### config.mk
export PLATFORM = sky130hd
export DESIGN_NAME = sdram_arbiter
export DESIGN_NICKNAME = d
export VERILOG_FILES = /design/src/rtl/sdram_arbiter.sv
export SDC_FILE = /design/constraint.sdc
export NUM_CORES = 1
export LEC_CHECK = 0
export ABC_AREA = 1
export BUFFER_PORTS_ARGS = -buffer_cell sky130_fd_sc_hd__buf_2
export CAP_MARGIN = 20
export CORE_MARGIN = 3
export CORE_UTILIZATION = 30
export CTS_BUF_LIST = sky130_fd_sc_hd__clkbuf_16
export DETAILED_ROUTE_END_ITERATION = 8
export GPL_ROUTABILITY_DRIVEN = 0
export SLEW_MARGIN = 20
export SYNTH_ARGS = -nofsm -noshare
export SYNTH_HDL_FRONTEND = slang
export SYNTH_SLANG_ARGS = --single-unit
### constraint.sdc
create_clock -name S_CLK -period 3.35 [get_ports S_CLK]
set_input_delay 0.67 -clock S_CLK [delete_from_list [all_inputs] [get_ports S_CLK]]
set_output_delay 0.67 -clock S_CLK [all_outputs]
set_load 0.01 [all_outputs]
### src/rtl/sdram_arbiter.sv
// rtl/sdram_arbiter.sv - SDRAM command bus arbiter with periodic refresh timer
//
// Purpose: shares the single SDRAM command/address bus between the init
// sequencer, the auto-refresh engine, the write engine and the read engine.
// It also runs the refresh interval timer and raises aref_req so the write
// and read engines close their bursts at a burst boundary.
//
// Ports:
//   S_CLK, RST_N                 clock, synchronous active-low reset
//   init_done/init_cmd/init_addr init sequencer handshake and command
//   aref_en/aref_end/aref_cmd/aref_addr      refresh engine grant/handshake
//   aref_req                     refresh pending, seen by write/read engines
//   write_req/write_en/write_end/write_cmd/write_addr  write engine
//   read_req/read_en/read_end/read_cmd/read_addr        read engine
//   sdram_cmd/sdram_addr         muxed command/address to the pin driver

module sdram_arbiter #(
    parameter int AREF_PERIOD = 1560,
    parameter int CNT_W       = 11
) (
    input  logic             S_CLK,
    input  logic             RST_N,
    input  logic             init_done,
    input  logic [4:0]       init_cmd,
    input  logic [11:0]      init_addr,
    output logic             aref_en,
    input  logic             aref_end,
    input  logic [4:0]       aref_cmd,
    input  logic [11:0]      aref_addr,
    output logic             aref_req,
    input  logic             write_req,
    output logic             write_en,
    input  logic             write_end,
    input  logic [4:0]       write_cmd,
    input  logic [11:0]      write_addr,
    input  logic             read_req,
    output logic             read_en,
    input  logic             read_end,
    input  logic [4:0]       read_cmd,
    input  logic [11:0]      read_addr,
    output logic [4:0]       sdram_cmd,
    output logic [11:0]      sdram_addr
);

    typedef enum logic [2:0] {
        S_INIT  = 3'd0,
        S_ARBIT = 3'd1,
        S_AREF  = 3'd2,
        S_WRITE = 3'd3,
        S_READ  = 3'd4
    } state_t;

    localparam logic [CNT_W-1:0] TIMER_MAX = CNT_W'(AREF_PERIOD - 1);
    localparam logic [4:0]       CMD_NOP   = 5'b10111;
    localparam logic [11:0]      ADDR_NOP  = 12'h400;

    state_t           state_q, state_d;
    logic [CNT_W-1:0] timer_q, timer_d;
    logic             aref_req_q, aref_req_d;
    logic             last_wr_q, last_wr_d;
    logic             timer_expire;

    always_ff @(posedge S_CLK) begin
        if (!RST_N) begin
            state_q    <= S_INIT;
            timer_q    <= '0;
            aref_req_q <= 1'b0;
            last_wr_q  <= 1'b0;
        end else begin
            state_q    <= state_d;
            timer_q    <= timer_d;
            aref_req_q <= aref_req_d;
            last_wr_q  <= last_wr_d;
        end
    end

    // Refresh timer: frozen at zero during init, free-running afterwards.
    assign timer_expire = (state_q != S_INIT) && (timer_q == TIMER_MAX);

    always_comb begin
        timer_d    = timer_q;
        aref_req_d = aref_req_q;
        if (state_q == S_INIT) begin
            timer_d = '0;
        end else if (timer_expire) begin
            timer_d = '0;
        end else begin
            timer_d = timer_q + CNT_W'(1);
        end
        // Pending request is consumed when ARBIT hands the bus to refresh.
        // An expiry on the same edge re-arms it; a repeat expiry while
        // still pending merges into the existing request.
        if (state_q == S_ARBIT && aref_req_q) begin
            aref_req_d = 1'b0;
        end
        if (timer_expire) begin
            aref_req_d = 1'b1;
        end
    end

    always_comb begin
        state_d   = state_q;
        last_wr_d = last_wr_q;
        case (state_q)
            S_INIT: begin
                if (init_done) begin
                    state_d = S_ARBIT;
                end
            end
            S_ARBIT: begin
                if (aref_req_q) begin
                    state_d = S_AREF;
                end else if (write_req && read_req) begin
                    // Round-robin between the two data engines.
                    if (last_wr_q) begin
                        state_d   = S_READ;
                        last_wr_d = 1'b0;
                    end else begin
                        state_d   = S_WRITE;
                        last_wr_d = 1'b1;
                    end
                end else if (write_req) begin
                    state_d   = S_WRITE;
                    last_wr_d = 1'b1;
                end else if (read_req) begin
                    state_d   = S_READ;
                    last_wr_d = 1'b0;
                end
            end
            S_AREF: begin
                if (aref_end) begin
                    state_d = S_ARBIT;
                end
            end
            S_WRITE: begin
                if (write_end) begin
                    state_d = S_ARBIT;
                end
            end
            S_READ: begin
                if (read_end) begin
                    state_d = S_ARBIT;
                end
            end
            default: begin
                state_d = S_INIT;
            end
        endcase
    end

    // Grants are decoded from registered state, so they are one-hot by
    // construction; a pending refresh asks the data engines to wrap up.
    assign aref_req = aref_req_q;
    assign aref_en  = (state_q == S_AREF);
    assign write_en = (state_q == S_WRITE) && write_req && !aref_req_q;
    assign read_en  = (state_q == S_READ) && read_req && !aref_req_q;

    always_comb begin
        sdram_cmd  = CMD_NOP;
        sdram_addr = ADDR_NOP;
        case (state_q)
            S_INIT: begin
                sdram_cmd  = init_cmd;
                sdram_addr = init_addr;
            end
            S_AREF: begin
                sdram_cmd  = aref_cmd;
                sdram_addr = aref_addr;
            end
            S_WRITE: begin
                sdram_cmd  = write_cmd;
                sdram_addr = write_addr;
            end
            S_READ: begin
                sdram_cmd  = read_cmd;
                sdram_addr = read_addr;
            end
            default: begin
                sdram_cmd  = CMD_NOP;
                sdram_addr = ADDR_NOP;
            end
        endcase
    end

endmodule

==> results of run 1 <==
[state kept, by name, summed over array words and instances (netlist names)]
| signal | count |
|---|---|
| aref_req | 1 |
| last_wr_q | 1 |
| state_q | 3 |
| timer_q | 11 |
[cells in the mapped netlist]
cell type,n
o21bai_4,1
nand3b_1,1
ha_1,1
buf_4,2
nor2_1,19
nand3_2,1
xnor2_1,1
inv_2,6
nand2_2,2
buf_2,2
a21oi_2,3
nand4_1,18
nor2_2,8
a22oi_1,2
nand2_1,97
nor3_1,3
dfxtp_1,16
a21oi_1,8
xor2_1,3
o31ai_1,2
inv_1,23
nand3_1,15
nand4_2,1
nor2_4,1
o21ai_1,1
[cell type report]
type / instances / area share [%]
flip-flops and latches: 16 / 16.4
repair buffers: 96 / 24.6
inverters: 29 / 5.56
multi-input cells: 188 / 46.5
clock buffers: 3 / 3.84
well taps: 50 / 3.20
[worst max-delay path, stage by stage (launching register included)]
cell and delay [ns]:
dfxtp_1 0.45, inv_2 0.06, nor2_1 0.12, nand2_1 0.07, inv_2 0.25, nand2_1 0.08, nand2_1 0.07, a21oi_1 0.04
nand3_1 0.10, buf_2 0.14
[cell families after synthesis]
group	count (synthesis)
fa+ha+maj	1
flops	16
compound gates	17
xor+xnor	4
simple gates	166
buf+inv	33
[worst paths after layout]
kind | cells after the start | slack (ns) | start | end
worst min-delay path | 2 | 0.46 | last_wr_q$_SDFFE_PN0P_ | last_wr_q$_SDFFE_PN0P_
worst max-delay path | 9 | 1.05 | state_q[1]$_SDFFE_PN0P_ | sdram_cmd[0]
worst max register to register | 6 | 1.80 | timer_q[0]$_SDFF_PP0_ | timer_q[8]$_SDFF_PP0_
worst min register to register | 2 | 0.46 | last_wr_q$_SDFFE_PN0P_ | last_wr_q$_SDFFE_PN0P_
[through the flow]
stage               std cells  hold WS [ns]  setup slack [ns]  power (mW)  instance area, um2
floorplan                 237         0.441              1.59       0.811                1360
global placement          379         0.456              1.34        1.11                1880
detailed placement        379         0.456              1.30        1.12                1880
CTS                       382         0.463              1.02        1.35                1960
global route              382         0.475             0.863        1.46                1960
finish                    382         0.462              1.05        1.33                1960
[metal layers]
layer  share of wire, %  vias to the layer above  routed length [um]
li1                   -                      955                   -
met1                 40                      769                1870
met2                 53                       61                2480
met3                6.7                        2                 312
met4               0.55                        0                  26
met5                  0                        -                   0
[where the power goes]
part / leakage, nW / switching, mW / internal, mW
logic: 0.843 / 0.524 / 0.316
clock network: 0.0370 / 0.0693 / 0.156
registers: 0.130 / 0.0437 / 0.220
==> impl_metrics.json, run 1 <==
{
  "hold_viol_final": 0,
  "syn-cell-area_um2": 1360,
  "worstMarginPinSlew_ns": 0.523,
  "final_cell_mix": "97 x nand2_1, 96 x buf_2, 23 x inv_1",
  "worst_ep_arrival_time_ns": 1.63,
  "worstPathRequired_ns": 2.68,
  "rows": 23,
  "grt_max_degree": 20,
  "power_density_nw_per_um2": 679,
  "finalClockSkew_ns": 0.00147,
  "dr.pass1.iters": 4,
  "fmax_ghz": 0.435,
  "drive_above_1_share_pct": 36.7,
  "viasPerCell": 4.68,
  "yosysTopAreaCell": "nand2_1",
  "grt_pass1_wl_um": 7070,
  "grt_busiest_layer": "met2",
  "grt_pass1_vias": 1615,
  "syn_nets": 314,
  "grt.overflow.total": 0,
  "tns_ns": 0,
  "synth_fa_ha_area_share_pct": 0.917,
  "h-tree-depth": 1,
  "clock_path_buffers": 2,
  "syn_avg_cell_area_um2": 5.75,
  "postCtsSetupBuffers": 0,
  "multiInputGateArea_um2": 910,
  "cp_max_fo": 18,
  "start_util_pct": 32.5,
  "irDropWorstVdd_mv": 0.269,
  "total_leakage_power_nw": 1.01,
  "grt_util_all_layers_pct": 16.3,
  "critical_path_class": "register to output pin",
  "cts_buffers": 3,
  "dp.final_hpwl_um": 3830,
  "vias": 1787,
  "area_growth_pct": 43.5,
  "path_clk_slew_ns": 0.05,
  "drc": 0,
  "final_common_cell": "nand2_1",
  "ctsResizeCount": 0,
  "synth_top_family_by_area": "simple AND/OR/NAND/NOR gates",
  "outcome": "completed",
  "crit_path_start_kind": "register",
  "setup_viol": 0,
  "drv_slew": 0,
  "ys_seq_area_share_pct": 23.5,
  "synth_xor_area_share_pct": 2.57,
  "clkLatencyLatePin_ns": 0.24,
  "hp-class": "register to register",
  "wirelength_um": 4690,
  "final_nets": 411,
  "synth_warnings": 0,
  "wire_per_inst_um": 12.3,
  "seqCellArea_um2": 320,
  "final.fill_count": 454,
  "met3_usage_pct": 1.92,
  "die_x_um": 73.4,
  "dieHeight_um": 73.4,
  "synthCells": 237,
  "ant_nets": 0,
  "end_kind": "output pin",
  "synth_top_area_share_pct": 26.7,
  "muxShareOfSynthArea_pct": 0,
  "synth_simple_gate_area_share_pct": 54.4,
  "rsz0062_at_grt": "false",
  "synth-seq-cells": 16,
  "yosysUniqueCellTypes": 25,
  "ios": 97,
  "finalCritPeriodShare_pct": 68.6,
  "grt.met2_usage_pct": 30.9,
  "core_um2": 4200,
  "antenna_found_initial": 0,
  "utilization_pct": 46.6,
  "portBuffers": 96,
  "cts-root-buf": "clkbuf_16",
  "synth_compound_area_share_pct": 8.81,
  "dieArea_um2": 5390,
  "cts_hold_buf": 0,
  "met1_usage_pct": 19.4,
  "period_needed_ns": 2.30,
  "cts_num_sinks": 16,
  "cts_tree": "done",
  "max_slew_margin_pct": 64.9,
  "ys_top_cells_by_area": "nand2_1 27%, dfxtp_1 23%, nand4_1 8.3%, inv_1 6.3%, nand3_1 5.5%",
  "drtIter0Drc": 79,
  "antenna-diode-count": 0,
  "maxCapViolCount": 0
}
Note: power is estimated with default switching activity, not from simulation.
==> run 2, diff against run 1 <==
clock period = 2.36 ns   (was 3.35 ns; I/O delays follow)
==> impl_metrics.json, run 2 (same netlist as run 1, synthesis figures left out) <==
{
  "outcome": "completed",
  "portBuffers": 96,
  "finalClockSkew_ns": 0.00320,
  "antenna-diode-count": 0,
  "ctsResizeCount": 0,
  "p_total_mw": 1.89,
  "largest_register_ff_count": 11,
  "max_slew_margin_pct": 61.4,
  "ant_nets": 0,
  "worstMarginPinSlew_ns": 0.575,
  "total_leakage_power_nw": 1.01,
  "drtIter0Drc": 77,
  "grt_max_degree": 20,
  "combPwrFrac_pct": 63.1,
  "grt_util_all_layers_pct": 16.6,
  "dieArea_um2": 5390,
  "crit_path_start_kind": "register",
  "final_cell_mix": "97 x nand2_1, 96 x buf_2, 23 x inv_1",
  "reg.largest.list": "timer_q: 11 flops, state_q: 3 flops",
  "dieHeight_um": 73.4,
  "grt_pass1_wl_um": 7220,
  "regMostFlops": "timer_q",
  "dp.cells": 379,
  "cts_buffers": 3,
  "p_seq_share_pct": 19.8,
  "critical_path_class": "register to output pin",
  "postCtsSetupBuffers": 0,
  "final_common_cell": "nand2_1",
  "h-tree-depth": 1,
  "power.net_switching_mw": 0.901,
  "core_um2": 4200,
  "cts_tree": "done",
  "ios": 97,
  "switching_share_pct": 47.8,
  "cp_max_fo": 18,
  "viasPerCell": 4.70,
  "setup_viol": 0,
  "wire_per_inst_um": 12.3,
  "drv_slew": 0,
  "final_nets": 411,
  "vias": 1801,
  "rows": 23,
  "grt_pass1_vias": 1679,
  "cts_num_sinks": 16,
  "dp.final_hpwl_um": 3860,
  "tns_ns": 0,
  "cp_common_cell": "nand2_1",
  "hp-class": "register to register",
  "grt.overflow.total": 0,
  "die_x_um": 73.4,
  "dr.pass1.iters": 4,
  "wirelength_um": 4720,
  "utilization_pct": 46.7,
  "cpMaxStageDelayCell": "dfxtp_1",
  "rsz0062_at_grt": "false",
  "hold_viol_final": 0,
  "path_clk_slew_ns": 0.05,
  "critPathBufInv": 3,
  "worst_ep_arrival_time_ns": 1.63,
  "internal_power_mw": 0.986,
  "cpLargestDelayFamily": "buffers and inverters",
  "drive_above_1_share_pct": 36.6,
  "fmax_ghz": 0.476,
  "clock_path_buffers": 2,
  "irDropWorstVdd_mv": 0.438,
  "cts-root-buf": "clkbuf_16",
  "cts_hold_buf": 0,
  "antenna_found_initial": 0,
  "period_needed_ns": 2.10,
  "crit_chain": "inv_2, nor2_1, nand2_1, inv_2, nand2_1, nand2_1, a21oi_1, nand3_1, buf_2",
  "worstPathRequired_ns": 1.89,
  "start_util_pct": 32.5,
  "p_clk_share_pct": 17.1,
  "stdcell_count": 383,
  "hold_ws_ns": 0.460,
  "cp_slowest_stage_delay_ns": 0.45,
  "finalCritPeriodShare_pct": 89.0,
  "drc": 0,
  "clkLatencyLatePin_ns": 0.24,
  "area_growth_pct": 43.8,
  "end_kind": "output pin",
  "power_density_nw_per_um2": 962,
  "maxCapViolCount": 0
}
[run 2: cell types whose count changed in the layout (fill, tap and decap cells not counted)]
cell      change
clkinv_1      +1
[run 2: metrics by stage]
step / instance area, um2 / setup slack, ns
after floorplan: 1360 / 0.794
after global placement: 1880 / 0.557
after detailed placement: 1880 / 0.527
after CTS: 1960 / 0.249
after global routing: 1960 / 0.0738
final: 1960 / 0.260
[run 2: worst register-to-register path: stages, from the launching register on]
cell and delay [ns]:
dfxtp_1 0.41, ha_1 0.26, nand2_1 0.09, inv_1 0.06, nand4_1 0.17, o21bai_4 0.40, a21oi_2 0.05
[run 2: cell type report]
class / instances / area (um2)
Clock inverter: 1 / 3.75
Timing Repair Buffer: 96 / 480
Inverter: 29 / 109
Fill cell: 473 / 2240
Sequential cell: 16 / 320
Clock buffer: 3 / 75.1
Tap cell: 50 / 62.6
Multi-Input combinational cell: 188 / 910
[run 2: final timing paths]
check	startpoint	endpoint	slack, ns	depth (start not counted)
worst min-delay path	last_wr_q$_SDFFE_PN0P_	last_wr_q$_SDFFE_PN0P_	0.46	2
worst max register to register	timer_q[0]$_SDFF_PP0_	timer_q[3]$_SDFF_PP0_	0.80	6
worst max-delay path	state_q[1]$_SDFFE_PN0P_	sdram_cmd[0]	0.26	9
worst min register to register	last_wr_q$_SDFFE_PN0P_	last_wr_q$_SDFFE_PN0P_	0.46	2
[run 2: metal layers]
layer  track usage (%)  up-vias  share of wire [%]
met3              2.46       10                7.3
met2              31.3       62                 54
li1                  -      957                  -
met4              5.43        0                2.1
met1              18.9      772                 36
met5                 0        -                  0
[run 2: power by group through the flow]
stage | Clock, mW | Sequential (mW) | Combinational, mW
3_5_place_dp | 0 | 0.379 | 1.20
3_3_place_gp | 0 | 0.377 | 1.21
5_1_grt | 0.349 | 0.381 | 1.34
2_1_floorplan | 0 | 0.368 | 0.784
4_1_cts | 0.335 | 0.375 | 1.20
6_report | 0.322 | 0.374 | 1.19
